==> src/rtl/mac3_pkg.sv <==
// Shared types for the mac3 streaming multiply-add family.
// Mode and run-tracking state encodings used by the top level and its testbench.
package mac3_pkg;

  typedef enum logic {
    MODE_BLOCK = 1'b0,
    MODE_SLIDE = 1'b1
  } mode_e;

  typedef enum logic [1:0] {
    ST_IDLE = 2'd0,
    ST_ONE  = 2'd1,
    ST_TWO  = 2'd2,
    ST_FULL = 2'd3
  } state_e;

endpackage

==> src/rtl/mac3_datapath.sv <==
// Combinational a*b+c at full precision, folded to a WIDTH-bit result plus overflow flag.
// Kept free of state so multi-lane variants can replicate it directly.
module mac3_datapath #(
  parameter int WIDTH = 32
) (
  input  logic [WIDTH-1:0] a,
  input  logic [WIDTH-1:0] b,
  input  logic [WIDTH-1:0] c,
  output logic [WIDTH-1:0] res,
  output logic             ovf
);

  localparam int FW = 2 * WIDTH + 1;

  logic [FW-1:0] full;

  // Widen every operand first so neither the product nor the carry of the add is lost.
  always_comb begin
    full = FW'(a) * FW'(b) + FW'(c);
    res  = full[WIDTH-1:0];
    ovf  = |full[FW-1:WIDTH];
  end

endmodule

==> src/rtl/mac3_stream.sv <==
// Streaming a*b+c over runs of valid words, in disjoint-triplet or sliding-window mode.
// Holds the run FSM, word history, per-run mode capture, result registers and result counter.
module mac3_stream
  import mac3_pkg::*;
#(
  parameter int WIDTH = 32,
  parameter int CNT_W = 16
) (
  input  logic             clk,
  input  logic             rst,
  input  logic             validi,
  input  logic [WIDTH-1:0] data_in,
  input  logic             mode,
  output logic             valido,
  output logic [WIDTH-1:0] data_out,
  output logic             ovf,
  output logic [CNT_W-1:0] res_cnt
);

  state_e            state_q, state_d;
  mode_e             mode_q, mode_d;
  logic [WIDTH-1:0]  w1_q, w1_d;
  logic [WIDTH-1:0]  w2_q, w2_d;
  logic              valid_q, valid_d;
  logic [WIDTH-1:0]  data_q, data_d;
  logic              ovf_q, ovf_d;
  logic [CNT_W-1:0]  cnt_q, cnt_d;
  logic              emit;
  logic [WIDTH-1:0]  macRes;
  logic              macOvf;

  // The third operand is always the word arriving now, so the two most recent
  // accepted words are the only history the arithmetic ever needs.
  mac3_datapath #(
    .WIDTH(WIDTH)
  ) u_datapath (
    .a  (w1_q),
    .b  (w2_q),
    .c  (data_in),
    .res(macRes),
    .ovf(macOvf)
  );

  always_comb begin
    state_d = state_q;
    mode_d  = mode_q;
    w1_d    = w1_q;
    w2_d    = w2_q;
    emit    = 1'b0;

    if (!validi) begin
      state_d = ST_IDLE;
    end else begin
      w1_d = w2_q;
      w2_d = data_in;
      unique case (state_q)
        ST_IDLE: begin
          state_d = ST_ONE;
          mode_d  = mode_e'(mode);
        end
        ST_ONE: state_d = ST_TWO;
        ST_TWO: begin
          emit    = 1'b1;
          state_d = (mode_q == MODE_SLIDE) ? ST_FULL : ST_IDLE;
        end
        ST_FULL: begin
          emit    = 1'b1;
          state_d = (mode_q == MODE_SLIDE) ? ST_FULL : ST_IDLE;
        end
        default: state_d = ST_IDLE;
      endcase
    end

    valid_d = emit;
    data_d  = emit ? macRes : data_q;
    ovf_d   = emit ? macOvf : ovf_q;
    cnt_d   = emit ? cnt_q + 1'b1 : cnt_q;
  end

  always_ff @(posedge clk or posedge rst) begin
    if (rst) begin
      state_q <= ST_IDLE;
      mode_q  <= MODE_BLOCK;
      w1_q    <= '0;
      w2_q    <= '0;
      valid_q <= 1'b0;
      data_q  <= '0;
      ovf_q   <= 1'b0;
      cnt_q   <= '0;
    end else begin
      state_q <= state_d;
      mode_q  <= mode_d;
      w1_q    <= w1_d;
      w2_q    <= w2_d;
      valid_q <= valid_d;
      data_q  <= data_d;
      ovf_q   <= ovf_d;
      cnt_q   <= cnt_d;
    end
  end

  assign valido   = valid_q;
  assign data_out = data_q;
  assign ovf      = ovf_q;
  assign res_cnt  = cnt_q;

endmodule

==> config.mk <==
export PLATFORM = sky130hd
export DESIGN_NAME = mac3_stream
export DESIGN_NICKNAME = d
export VERILOG_FILES = /design/src/rtl/mac3_pkg.sv /design/src/rtl/mac3_datapath.sv /design/src/rtl/mac3_stream.sv
export SDC_FILE = /design/constraint.sdc
export NUM_CORES = 2
export LEC_CHECK = 0
export ABC_CLOCK_PERIOD_IN_PS = 8730
export CAP_MARGIN = 25
export CELL_PAD_IN_SITES_DETAIL_PLACEMENT = 0
export CELL_PAD_IN_SITES_GLOBAL_PLACEMENT = 2
export CORE_MARGIN = 10
export CORE_UTILIZATION = 43
export DETAILED_ROUTE_END_ITERATION = 6
export PLACE_DENSITY_LB_ADDON = 0.08
export SLEW_MARGIN = 20
export SYNTH_ARGS = -nofsm -noshare
export SYNTH_HDL_FRONTEND = slang
export SYNTH_HIERARCHICAL = 1
export SYNTH_SLANG_ARGS = --single-unit
==> constraint.sdc <==
create_clock -name clk -period 8.73 [get_ports clk]
set_input_delay 2.619 -clock clk [delete_from_list [all_inputs] [get_ports clk]]
set_output_delay 2.619 -clock clk [all_outputs]
set_load 0.02 [all_outputs]
* Word-level counts from Yosys, hierarchy flattened
Index checks and enable logic that the tools add are counted.
** Cells by class
- $add $sub $neg :: 2
- Reductions and logical operators :: 4
- Mux-type cells :: 5
- Equal/unequal tests :: 3
- $mul :: 1
** Operator list (count)
- $add 64x32->65 :: 1
- $mul 32x32->64 :: 1
- $reduce_or 33->1 :: 1
- $add 16x1->16 const B :: 1
- $pmux 2 s3 :: 1
- $eq 2x2->1 const B :: 2
- $mux 2 :: 2
- $eq 2x1->1 const B :: 1
- $logic_not 2->1 :: 1
- $mux 1 :: 2
- $reduce_and 2->1 :: 1
- $reduce_or 2->1 :: 1
** Storage, ports and cells
- Output and inout bits :: 50
- Register bits after elaboration :: 117

* Longest topological paths before layout
- Depth in word-level cells :: 4
- Mapped depth :: 33
- Gate-level depth less buffers :: 31

* Modules after synthesis
The synthesis kept the hierarchy.
** By module, submodules not included
- mac3_datapath :: sequential area each 0.0 um^2, times used 1, cells each 3746, area an instance 34215.3 um^2
- mac3_stream :: sequential area each 2927.8 um^2, times used 1, cells each 349, area an instance 4461.8 um^2

* Worst setup path before layout
No wires, ideal clock.
- Path kind :: input to register
- Start :: input data_in[20]
- End :: register ovf_q (netlist: ovf)
- Cell stages on the path :: 28
- Path slack :: -708 ps
- Setup time :: 117 ps
- Data arrival time :: 9321 ps
- Path through :: inv_1 > fa_1 > fa_1 > inv_1 > fa_1 > inv_1 > fa_1 > inv_1 > fa_1 > inv_1 > fa_1 > fa_1 > fa_1 > inv_1 > ha_1 > nand2_1 > nor4_1 > a21boi_1 > a21oi_1 > nor3b_1 > o311a_1 > o21a_1 > o21bai_1 > xor2_1 > nor4b_2 > nand3_1 > nand2_1 > nand2_1
** On the way
- Word-level cells in the longest chain between the ends :: 2
** Ends and longest elaborated chain
- start, declared :: RTL line mac3_stream.sv:12 : input logic [WIDTH-1:0] data_in,
- $add 64x32->65 :: RTL line mac3_datapath.sv:19 : full = FW'(a) * FW'(b) + FW'(c);
- $reduce_or 33->1 :: RTL line mac3_datapath.sv:21 : ovf = |full[FW-1:WIDTH];
- via macOvf :: RTL line mac3_stream.sv:30 : logic macOvf;
- end signal, assigned :: RTL line mac3_stream.sv:97 : ovf_q <= ovf_d;
- end, declared :: RTL line mac3_stream.sv:26 : logic ovf_q, ovf_d;
The timed path passes the listed nets, and every way through them passes these cells.
A chain may end at the register's enable or synchronous reset.

* Worst setup path after layout
- Start :: input data_in[19]
- End :: register ovf_q (netlist: ovf)
The elaborated chain is that of the path after synthesis.

==> qor.csv <==
stage;metric;value;unit
setup_path;critical path endpoint category;register;
placement;port bufs;85;
final_layout;register area;2930;um2
synthesis;Post-Synthesis Cells;4095;
final_layout;Area Growth Syn to Fin;13.4;%
floorplan;Die Footprint;102000;um2
setup_path;crit path from;data_in[19];
synthesis;Yosys cell types;77;
synthesis;largest cells by area after synthesis;fa_1, and2_1, ha_1;
final_layout;layout cells sized above 1;12.4;%
setup_path;crit-path max FO;4;
sta;maximum clock frequency;106;MHz
detailed_routing;met3 WL post-DR;5790;um
setup_path;WP data required;9.11;ns
placement;placed insts;5396;
synthesis;Mapped Avg Cell Area;9.44;um2
final_layout;Fill cells;8542;
sta;Tightest Pin Transition;1.02;ns
sta;Tcrit/Tclk final;108;%
grt;total grt overflow;0;
placement;Setup WS pre-CTS;-1.61;ns
sta;Final Hold Fails;0;
synthesis;post-synthesis register bit count;117;
floorplan;Die Wd;320;um
detailed_routing;met2 wire len;53500;um
synthesis;Mapped Area;38700;um2
setup_path;Crit-path slowest cell;fa_1;
setup_path;Setup CP Type;input pin to register;
worst_hold_path;Min-Delay Path Class;register to register;
sta;PnR worst setup slack;-0.673;ns
detailed_routing;wire per inst;21.6;um
detailed_routing;Vias;27900;
detailed_routing;antenna-violating nets left;0;
setup_path;reg2reg path depth;28;
synthesis;Post-synth EDFFs;0;
floorplan;num ports;86;
grt;vias in the first global route;31600;
sta;Min Hold Slack;0.472;ns
synthesis;post-synth net total;5330;
clocking;CTS tree;built;
floorplan;row count;109;
detailed_routing;DR top layer;met4;
worst_hold_path;Worst Hold Depth;2;
synthesis;Synthesis Warnings;6;
clocking;H-tree depth;4;
final_layout;commonest non-fill, non-tap cell in the layout;fa_1;
final_layout;nets;5494;
floorplan;CORE AREA;88800;um2
setup_path;WP buf/inv;5;
placement;routability cong.;0.905;
setup_path;worst reg2reg path endpoint;ovf;
final_layout;fin cells;5438;
sta;Final Setup Violations;1;
placement;dpl hpwl;99200;um
run;max-cap check violation count;0;
setup_path;family with the most delay on the worst path;adder cells;
final_layout;most frequent cells in the layout;fa_1, inv_1, nand2_1;
detailed_routing;M1 WL;56400;um
detailed_routing;DR iter-0 viols;1333;
final_layout;Multi-input gate area;32600;um2
grt;largest net degree at the start of global routing;64;
clocking;clock-pin slew on the worst setup and hold paths;0.07;ns
grt;initial antenna violation count;1;
synthesis;ys async rst share;100;%
setup_path;Critical Path AT;9.78;ns
sta;Slew headroom;31.7;%
floorplan;Die H;320;um
setup_path;flop-to-flop setup slack;0.21;ns
clocking;clk_lat worst skew;0.49;ns
synthesis;leading area contributor after synthesis;fa_1;
detailed_routing;DRC viols;0;
detailed_routing;total wire length;117000;um
outcome;status;complete, but fails checks;
sta;RSZ-0062 raised after global routing;true;
clocking;CTS Buf Count;17;
setup_path;Critical Path Source Type;input pin;
worst_hold_path;WHS Endpoint;data_out[18];
synthesis;ys flop type;dfrtp_1;
clocking;clk sink count;117;
sta;Slew Viols, Final;0;
setup_path;CP max stage delay;0.54;ns
outcome;violated checks;negative setup slack;
clocking;Root Buffer;clkbuf_16;
floorplan;initial core utilization;43.6;%
synthesis;Synth top area share;48.1;%
grt;first-pass GRT wire length;189000;um
setup_path;R2R Path Start;w1_q[16];
setup_path;CP most frequent cell;fa_1;
synthesis;sequential cell area fraction in the yosys report;7.57;%
worst_hold_path;min-delay src;data_out[18];
clocking;clk buf depth;2;
detailed_routing;drt first pass iters;5;
sta;Tmin final;9.40;ns
detailed_routing;vias per std cell;5.13;
sta;final clock skew;0.0223;ns
grt;total track usage;23.9;%
-- cells in the mapped netlist, drive strengths merged, types with 8 or more instances --
master and instances:
inv 767, nand2 624, clkbuf 215, ha 270, nand3 19, o211ai 8
xor2 24, o21a 16, nor2 57, fa 929, and2 599, mux2 66
dfrtp 117, nor3 16, nand4 35, xnor2 34, o21ai 52, buf 28
a21oi 85, a21o 13
-- how the worst max path moves through the flow --
| stage | endpoint | slack, ns | depth (start not counted) |
|---|---|---|---|
| detailed placement | ovf | -1.61 | 27 |
| floorplan | ovf | -0.34 | 28 |
| CTS | ovf | -0.78 | 28 |
| global placement | ovf | -1.57 | 25 |
| finish | ovf | -0.67 | 27 |
| global route | ovf | -0.90 | 28 |
-- layout make-up --
type	count	area share [%]
sequential	117	6.68
multi-input combinational	2968	74.3
timing repair buffer	388	7.81
clock buffer	17	0.970
antenna	1	0.00571
inverter	767	6.58
tap	1165	3.32
clock inverter	15	0.365
-- metal layers --
layer / global-route usage, % / up-vias
met5: 0.142 / -
met4: 3.88 / 0
met3: 4.27 / 94
met2: 37.7 / 575
met1: 34.5 / 14700
li1: - / 12500
-- registers in the layout, summed over array words and instances, names as in the netlist --
| name | cells |
|---|---|
| ovf | 1 |
| valido | 1 |
| state_q | 2 |
| w2_q | 32 |
| res_cnt | 16 |
| data_out | 32 |
| mode_q | 1 |
| w1_q | 32 |
-- cells by family (layout without fill, tap and decap cells) --
group / Yosys count / count (layout) / synth area share, %
AO/OA/AOI/OAI: 244 / 244 / 4.12
XOR/XNOR: 58 / 58 / 1.31
adder cells (fa/ha/maj): 1199 / 1199 / 56.8
buffers and inverters: 1010 / 1187 / 9.90
flip-flops: 117 / 117 / 7.57
multiplexers: 71 / 71 / 2.05
other: 0 / 1 / 0
AND/OR/NAND/NOR: 1396 / 1396 / 18.2
-- metrics by stage --
stage	TNS, ns	area [um2]	util (%)
6_report	-0.673	43800	49.4
5_1_grt	-0.946	43800	49.4
4_1_cts	-0.830	43500	49.0
3_5_place_dp	-10.03	42700	48.1
3_3_place_gp	-10.72	42700	48.1
2_1_floorplan	-0.344	38900	-
-- worst register-to-register path: cells and delay by family (launching register included) --
| family | cells | cell delay (ns) |
|---|---|---|
| adders and majority gates | 9 | 4.34 |
| AOI/OAI and AO/OA | 6 | 1.49 |
| and+or+nand+nor | 7 | 1.00 |
| DFF | 1 | 0.92 |
| buffers and inverters | 5 | 0.50 |
| muxes | 1 | 0.14 |
-- what timing repair did --
action	4_1_cts	5_1_grt
setup endpoints to repair	10	14
setup buffers	2	7
hold buffers	0	0
resized for setup	58	98
pin swaps	32	89
Power is left out: the tool's default activity adds up to more than one toggle a clock period on the data nets, which glitch-free logic cannot reach.
